===== config.mk =====
export PLATFORM = sky130hd
export DESIGN_NAME = alu_exec_stage
export DESIGN_NICKNAME = d
export VERILOG_FILES = /design/src/rtl/alu_exec_stage.sv
export SDC_FILE = /design/constraint.sdc
export NUM_CORES = 1
export LEC_CHECK = 0
export CORE_UTILIZATION = 55
export DETAILED_ROUTE_END_ITERATION = 12
export PLACE_DENSITY = 0.84
export SLEW_MARGIN = 20
export SYNTH_ARGS = -nofsm -noshare
export SYNTH_HDL_FRONTEND = slang
export SYNTH_SLANG_ARGS = --single-unit

===== constraint.sdc =====
create_clock -name clk -period 8.82 [get_ports clk]
set_input_delay 1.764 -clock clk [delete_from_list [all_inputs] [get_ports clk]]
set_output_delay 1.764 -clock clk [all_outputs]
set_load 0.01 [all_outputs]

===== src/rtl/alu_exec_stage.sv =====
// Registered ALU execute stage: computes result/Zero from ALUControl and presents them
// through a valid/ready output register backed by a one-entry skid buffer.
// Optional operand forwarding from the last producer is enabled by `ALU_EXEC_FWD_EN.
//
// Handshake: a beat moves across an interface on a rising edge where valid && ready.
// The upstream side must hold its beat until accepted; the stage holds out_valid and
// all output data stable while out_valid && !out_ready.
module alu_exec_stage #(
  parameter int XLEN = 32
) (
  input  logic            clk,
  input  logic            reset,
  input  logic            in_valid,
  output logic            in_ready,
  input  logic [2:0]      ALUControl,
  input  logic [XLEN-1:0] SrcA,
  input  logic [XLEN-1:0] SrcB,
  input  logic [4:0]      rs1,
  input  logic [4:0]      rs2,
  input  logic [4:0]      rd,
  input  logic            RegWrite,
  output logic            out_valid,
  input  logic            out_ready,
  output logic [XLEN-1:0] ALUResult,
  output logic            Zero,
  output logic            IllegalOp,
  output logic [4:0]      out_rd,
  output logic            out_RegWrite
);

  localparam logic [2:0] OP_ADD = 3'b000;
  localparam logic [2:0] OP_SUB = 3'b001;
  localparam logic [2:0] OP_AND = 3'b010;
  localparam logic [2:0] OP_OR  = 3'b011;
  localparam logic [2:0] OP_SLT = 3'b100;

  typedef struct packed {
    logic [XLEN-1:0] result;
    logic            zero;
    logic            illegal;
    logic [4:0]      rd;
    logic            regwrite;
  } entry_t;

  entry_t          or_q;
  entry_t          sk_q;
  logic            or_valid;
  logic            sk_valid;

  entry_t          beat;
  logic [XLEN-1:0] op_a;
  logic [XLEN-1:0] op_b;
  logic [XLEN-1:0] alu_res;
  logic            illegal;
  logic            slt;
  logic            accept;

  // Ready depends only on registered skid state, so it never combinationally follows out_ready.
  assign in_ready = ~sk_valid & ~reset;
  assign accept   = in_valid & in_ready;

`ifdef ALU_EXEC_FWD_EN
  logic [4:0]      fwd_rd;
  logic [XLEN-1:0] fwd_result;
  logic            fwd_we;

  always_comb begin
    op_a = SrcA;
    op_b = SrcB;
    if (fwd_we && (rs1 != 5'd0) && (rs1 == fwd_rd)) op_a = fwd_result;
    if (fwd_we && (rs2 != 5'd0) && (rs2 == fwd_rd)) op_b = fwd_result;
  end

  // Last-producer record; any accepted beat that does not write a register invalidates it.
  always_ff @(posedge clk) begin
    if (reset) begin
      fwd_rd     <= 5'd0;
      fwd_result <= '0;
      fwd_we     <= 1'b0;
    end else if (accept) begin
      if (RegWrite && !illegal) begin
        fwd_rd     <= rd;
        fwd_result <= alu_res;
        fwd_we     <= 1'b1;
      end else begin
        fwd_we     <= 1'b0;
      end
    end
  end
`else
  logic unused_src_idx;

  assign op_a           = SrcA;
  assign op_b           = SrcB;
  assign unused_src_idx = ^{rs1, rs2};
`endif

  assign slt = $signed(op_a) < $signed(op_b);

  always_comb begin
    alu_res = '0;
    illegal = 1'b0;
    case (ALUControl)
      OP_ADD:  alu_res = op_a + op_b;
      OP_SUB:  alu_res = op_a - op_b;
      OP_AND:  alu_res = op_a & op_b;
      OP_OR:   alu_res = op_a | op_b;
      OP_SLT:  alu_res = {{(XLEN-1){1'b0}}, slt};
      default: illegal = 1'b1;
    endcase
  end

  // Reserved codes leave alu_res at zero, so Zero reads 1 for them as well.
  always_comb begin
    beat          = '0;
    beat.result   = alu_res;
    beat.zero     = (alu_res == '0);
    beat.illegal  = illegal;
    beat.rd       = rd;
    beat.regwrite = RegWrite & ~illegal;
  end

  always_ff @(posedge clk) begin
    if (reset) begin
      or_q     <= '0;
      sk_q     <= '0;
      or_valid <= 1'b0;
      sk_valid <= 1'b0;
    end else if (!or_valid || out_ready) begin
      // OR is free this cycle: the older skid entry always goes first to keep order.
      if (sk_valid) begin
        or_q     <= sk_q;
        or_valid <= 1'b1;
        sk_valid <= accept;
        if (accept) sk_q <= beat;
      end else begin
        or_valid <= accept;
        if (accept) or_q <= beat;
      end
    end else if (accept) begin
      sk_q     <= beat;
      sk_valid <= 1'b1;
    end
  end

  assign out_valid    = or_valid;
  assign ALUResult    = or_q.result;
  assign Zero         = or_q.zero;
  assign IllegalOp    = or_q.illegal;
  assign out_rd       = or_q.rd;
  assign out_RegWrite = or_q.regwrite;

endmodule


== After elaboration in Yosys (flattened, before gate mapping) ==
Cells that the tools add are included.

* Bits in registers: 82
* Input bits: 87

* $add $sub $neg: 2
* Bitwise logic cells: 7
* Multiplexer cells: 11
* $lt $le $gt $ge: 1
* Eq/ne operators: 5
* Reductions and logical operators: 8

{| class="wikitable"
|+ Operators by type and width
! cell !! number
|-
| $mux W40 || 5
|-
| $pmux W32 S5 || 1
|-
| $add A32 B32 Y32 || 1
|-
| $and A32 B32 Y32 || 1
|-
| $logic_not A32 Y1 || 1
|-
| $lt A32 B32 Y1 || 1
|-
| $or A32 B32 Y32 || 1
|-
| $sub A32 B32 Y32 || 1
|-
| $eq A3 B2 Y1 const B || 2
|-
| $mux W1 || 5
|-
| $reduce_or A5 Y1 || 1
|-
| $reduce_bool A2 Y1 || 2
|-
| $and A1 B1 Y1 || 3
|-
| $eq A3 B1 Y1 const B || 1
|-
| $eq A3 B3 Y1 const B || 1
|-
| $logic_not A3 Y1 || 1
|-
| $ne A2 B2 Y1 const B || 1
|-
| $not A1 Y1 || 2
|-
| $reduce_and A2 Y1 || 1
|-
| $logic_not A1 Y1 || 1
|-
| $logic_or A1 B1 Y1 || 1
|}

== Depth between registers and ports, before layout ==
* Depth in word-level cells: 6
* Gate-level depth with buffers: 15
* Mapped depth without buffers: 14

== Worst setup path before layout ==
Ideal clock, no wire load.

* Kind: input port to flip-flop
* Start point: input SrcA[0]
* End point: register or_q, in the netlist Zero
* Buffers on the path: 0
* Data required time: 8.750 ns
* Path slack: 4.415 ns
* Stages: 14
* Setup time: 0.070 ns
* Arrival time: 4.336 ns
* Path through: inv_1 -> ha_1 -> fa_1 -> nor2_1 -> o311ai_2 -> a31oi_1 -> nand4_1 -> a31oi_1 -> nor2_1 -> o31ai_1 -> nand2_1 -> nor4_1 -> nand4_1 -> a21oi_1

* Cells in the longest elaborated chain, start to end: 5
* Elaborated cells between the ends (all ways): 9

{| class="wikitable"
|+ Ends and longest elaborated chain
! element !! line !! RTL
|-
| start: declaration || 16 || <nowiki>input logic [XLEN-1:0] SrcA,</nowiki>
|-
| $sub A32 B32 Y32 (tied with other cells) || 105 || <nowiki>OP_SUB: alu_res = op_a - op_b;</nowiki>
|-
| $pmux W32 S5 * || 103 || <nowiki>case (ALUControl)</nowiki>
|-
| $logic_not A32 Y1 * || 117 || <nowiki>beat.zero = (alu_res == '0);</nowiki>
|-
| $mux W40 * || 138 || <nowiki>if (accept) or_q <= beat;</nowiki>
|-
| $mux W40 * || 131 || <nowiki>if (sk_valid) begin</nowiki>
|-
| end signal: assignment || 132 || <nowiki>or_q <= sk_q;</nowiki>
|-
| end signal: assignment || 138 ||
|-
| end: declaration || 45 || <nowiki>entry_t or_q;</nowiki>
|}

Every way passes the cells marked *; elsewhere a longest branch is shown, timed or not. The select of a mux whose other input is x is not followed.
A chain may end at the register's enable or synchronous reset.

== Worst setup path after layout ==
* Start point: input ALUControl[1]
* End point: register or_q, in the netlist Zero

* Cells in the longest elaborated chain, start to end: 5
* Elaborated cells between the ends (all ways): 9

{| class="wikitable"
|+ Ends and longest elaborated chain
! element !! line !! RTL
|-
| start: declaration || 15 || <nowiki>input logic [2:0] ALUControl,</nowiki>
|-
| $eq A3 B3 Y1 (tied with other cells) || 103 ||
|-
| $pmux W32 S5 * || 103 ||
|-
| $logic_not A32 Y1 * || 117 ||
|-
| $mux W40 * || 138 ||
|-
| $mux W40 * || 131 ||
|}

Marked as above.

==> flow_summary_export.csv <==
group,metric,value,unit
placement,hpwl,19.8,mm
synthesis,seq_area_frac_synth,18.6,%
floorplan,die_w,129,um
timing,rsz0062_at_grt,"false",
detailed_routing,detail_route.vias_per_cell,6.24,
critical_path,cp_data_required_time,9.04,ns
cts,clock_latency,0.34,ns
critical_path,path_cells,"clkdlybuf4s50_1 > nor2_1 > nand2_1 > a2111oi_0 > nor4bb_1 > a32o_1 > nand4_1 > nor4_1 > nand4_1 > nor4_2 > nand4_1 > a21oi_1",
timing,setup_ws,3.08,ns
critical_path,arrival,5.95,ns
timing,fin_setup_tns,0,ns
cts,cts_root_buffer,"clkbuf_16",
cts,clkSlewWorstSetupHoldPaths,0.06,ns
grt,overflow,0,
detailed_routing,drt_iter0_drc,956,
run,drv_cap,0,
critical_path,crit_fanout,26,
cts,post_cts_resized,0,
critical_path,worstSetupEndpointType,"flip-flop",
placement,place_worst_setup_slack,2.95,ns
grt,antenna_found_initial,0,
synthesis,syn_avg_cell_area,7.06,sq um
detailed_routing,wire_per_inst,17.3,um
synthesis,synth_top_flop_cell,"dfxtp_1",
timing,period_share,65.0,%
timing,slew_violations,0,
critical_path,crit_type,"in -> reg",
floorplan,rows,45,
cts,ctsHoldBuffers,0,
floorplan,core,0.0154,sq mm
synthesis,synth.cell_area,0.00884,sq mm
detailed_routing,wirelength,26.4,mm
timing,layout_min_cycle_time,5.74,ns
critical_path,cpMostUsedCell,"nand4_1",
critical_path,cpMaxStageDelayCell,"nand2_1",
cts,cts_buffer_depth,2,
synthesis,syn-instance-count,1253,
placement,placement.io_buffers,118,
synthesis,ys_seq_elements,82,
pwr,p_leak,4.15,nW
synthesis,ys_async_sr_fraction,0,%
critical_path,r2r_slack,6.66,ns
synthesis,synth_nets,1447,
floorplan,dieArea,0.0166,sq mm
layout,nNetsFinal,1504,
critical_path,r2r_end,"sk_q[19]",
pwr,ir_drop,0.0000995,V
worst_hold_path,hold_path_class,"reg -> reg",
critical_path,r2r-start,"sk_valid",
synthesis,synth_area_leader_cell,"dfxtp_1",
synthesis,synthTopCellsByArea,"dfxtp_1, ha_1, a21oi_1",
synthesis,synth_common_cells,"nor2_1, nand2_1, a21oi_1",
synthesis,synth_most_common_cell,"nor2_1",
timing,fmax,0.174,GHz
grt,grt_pass1_vias,8683,
cts,cts_tree,"yes",
synthesis,yosysWarnings,0,
pwr,powerDensity,121,mW/mm^2
timing,slew-limit-headroom,27.2,%
cts,cts_num_sinks,82,
layout,antenna_cells,0,
detailed_routing,ant_nets,0,
critical_path,reg2reg_depth,5,
detailed_routing,via_count,9522,
grt,grt_use_total,32.1,%
synthesis,synth_top_area_share,18.6,%
critical_path,cp-endpoint,"Zero",
cts,cts_setup_buffers,0,
detailed_routing,firstDrtPassIters,6,
cts,htreeDepth,3,
critical_path,slowest_delay,0.90,ns
synthesis,synth_edf_count,0,
cts,cts_buffers,9,
outcome,outcome,"finished, final reports clean",
floorplan,io_pins,129,
placement,gp_congestion,1.03,
critical_path,critical_path.startpoint,"ALUControl[1]",
layout,syn2layout_area_growth,16.5,%
timing,hold_viol_final,0,
critical_path,cp-start-kind,"input pin",
floorplan,die_h,129,um
timing,finClkSkew,0.00720,ns
floorplan,start_util,57.3,%
synthesis,ys_types,89,
detailed_routing,drc,0,
timing,tightestPinTransition,1.09,ns
layout,drive_gt1_share,4.56,%
grt,grt_max_degree,83,
grt,grt_pass1_wl,42.8,mm
timing,setup_viol,0,
## sequential cells by signal, indices dropped and copies added, names as in the netlist
name and flops:
out_rd 5, sk_valid 1, IllegalOp 1, out_RegWrite 1, out_valid 1, sk_q 40, ALUResult 32, Zero 1
## metrics by stage
stage	std cells	utilization, %	total power, mW	hold WS [ns]	area [sq um]
finish	1526	66.8	1.25	0.451	10300
global route	1526	66.8	1.31	0.467	10300
CTS	1526	66.8	1.24	0.454	10300
detailed placement	1510	64.9	0.887	0.446	10000
global placement	1510	64.9	0.878	0.439	10000
floorplan	1253	-	0.727	0.433	8840
## area by class of cell
class | count | area, sq um
clock inverter | 2 | 10.0
timing repair buffer | 127 | 1240
clock buffer | 14 | 274
multi-input combinational | 991 | 6500
tap | 211 | 264
fill | 1434 | 5130
inverter | 99 | 372
sequential | 82 | 1640
## metal layers
layer / global-route usage, % / routed length (um) / up-vias / part of all wire [%]
met2: 51.9 / 11700 / 462 / 44
met3: 6.20 / 2650 / 64 / 10
met4: 11.0 / 718 / 0 / 2.7
li1: - / - / 4571 / -
met5: 0 / 0 / - / 0
met1: 42.5 / 11300 / 4425 / 43
## worst min-delay path by stage
stage | startpoint | to | slack (ns) | cells past startpoint
CTS | ALUResult[28] | ALUResult[28] | 0.45 | 2
detailed placement | ALUResult[26] | ALUResult[26] | 0.45 | 2
global placement | ALUResult[30] | ALUResult[30] | 0.44 | 2
global route | ALUResult[28] | ALUResult[28] | 0.47 | 2
finish | ALUResult[28] | ALUResult[28] | 0.45 | 2
floorplan | sk_q[7] | sk_q[7] | 0.43 | 2
## cell families (layout without fill, tap and decap cells)
kind of cell             after synthesis  after routing  share of synthesized area (%)
flip-flops                            82             82                           18.6
XOR/XNOR                              13             13                           1.37
AO/OA/AOI/OAI                        387            387                           29.6
AND/OR/NAND/NOR                      456            456                           24.0
multiplexers                          28             28                           3.18
adder cells (fa/ha/maj)              107            107                           15.3
buffers and inverters                180            242                           7.98
## worst max-delay path, delay by kind of cell
kind / cells / cell delay, ns
AOI/OAI and AO/OA: 3 / 0.97
and+or+nand+nor: 8 / 2.42
buffers and inverters: 1 / 0.78
## placed cells by master, fill, tap and decap left out, types with 19 or more instances in the layout
cell type,Yosys,final
clkdlybuf4s50_1,0,116
a211oi_1,33,33
o211ai_1,39,39
nor3_1,45,45
ha_1,105,105
nand2b_1,19,19
nand3_1,22,22
o21ai_0,57,57
dfxtp_1,82,81
nor2_1,145,145
a21oi_1,123,123
mux2i_1,27,27
inv_1,96,96
nand2_1,141,141
## where the power goes
group,internal (mW),switching (mW)
Combinational,0.192,0.308
Clock,0.213,0.139
Sequential,0.387,0.00830
Total,0.792,0.455
Note: power is estimated with default switching activity, not from simulation.
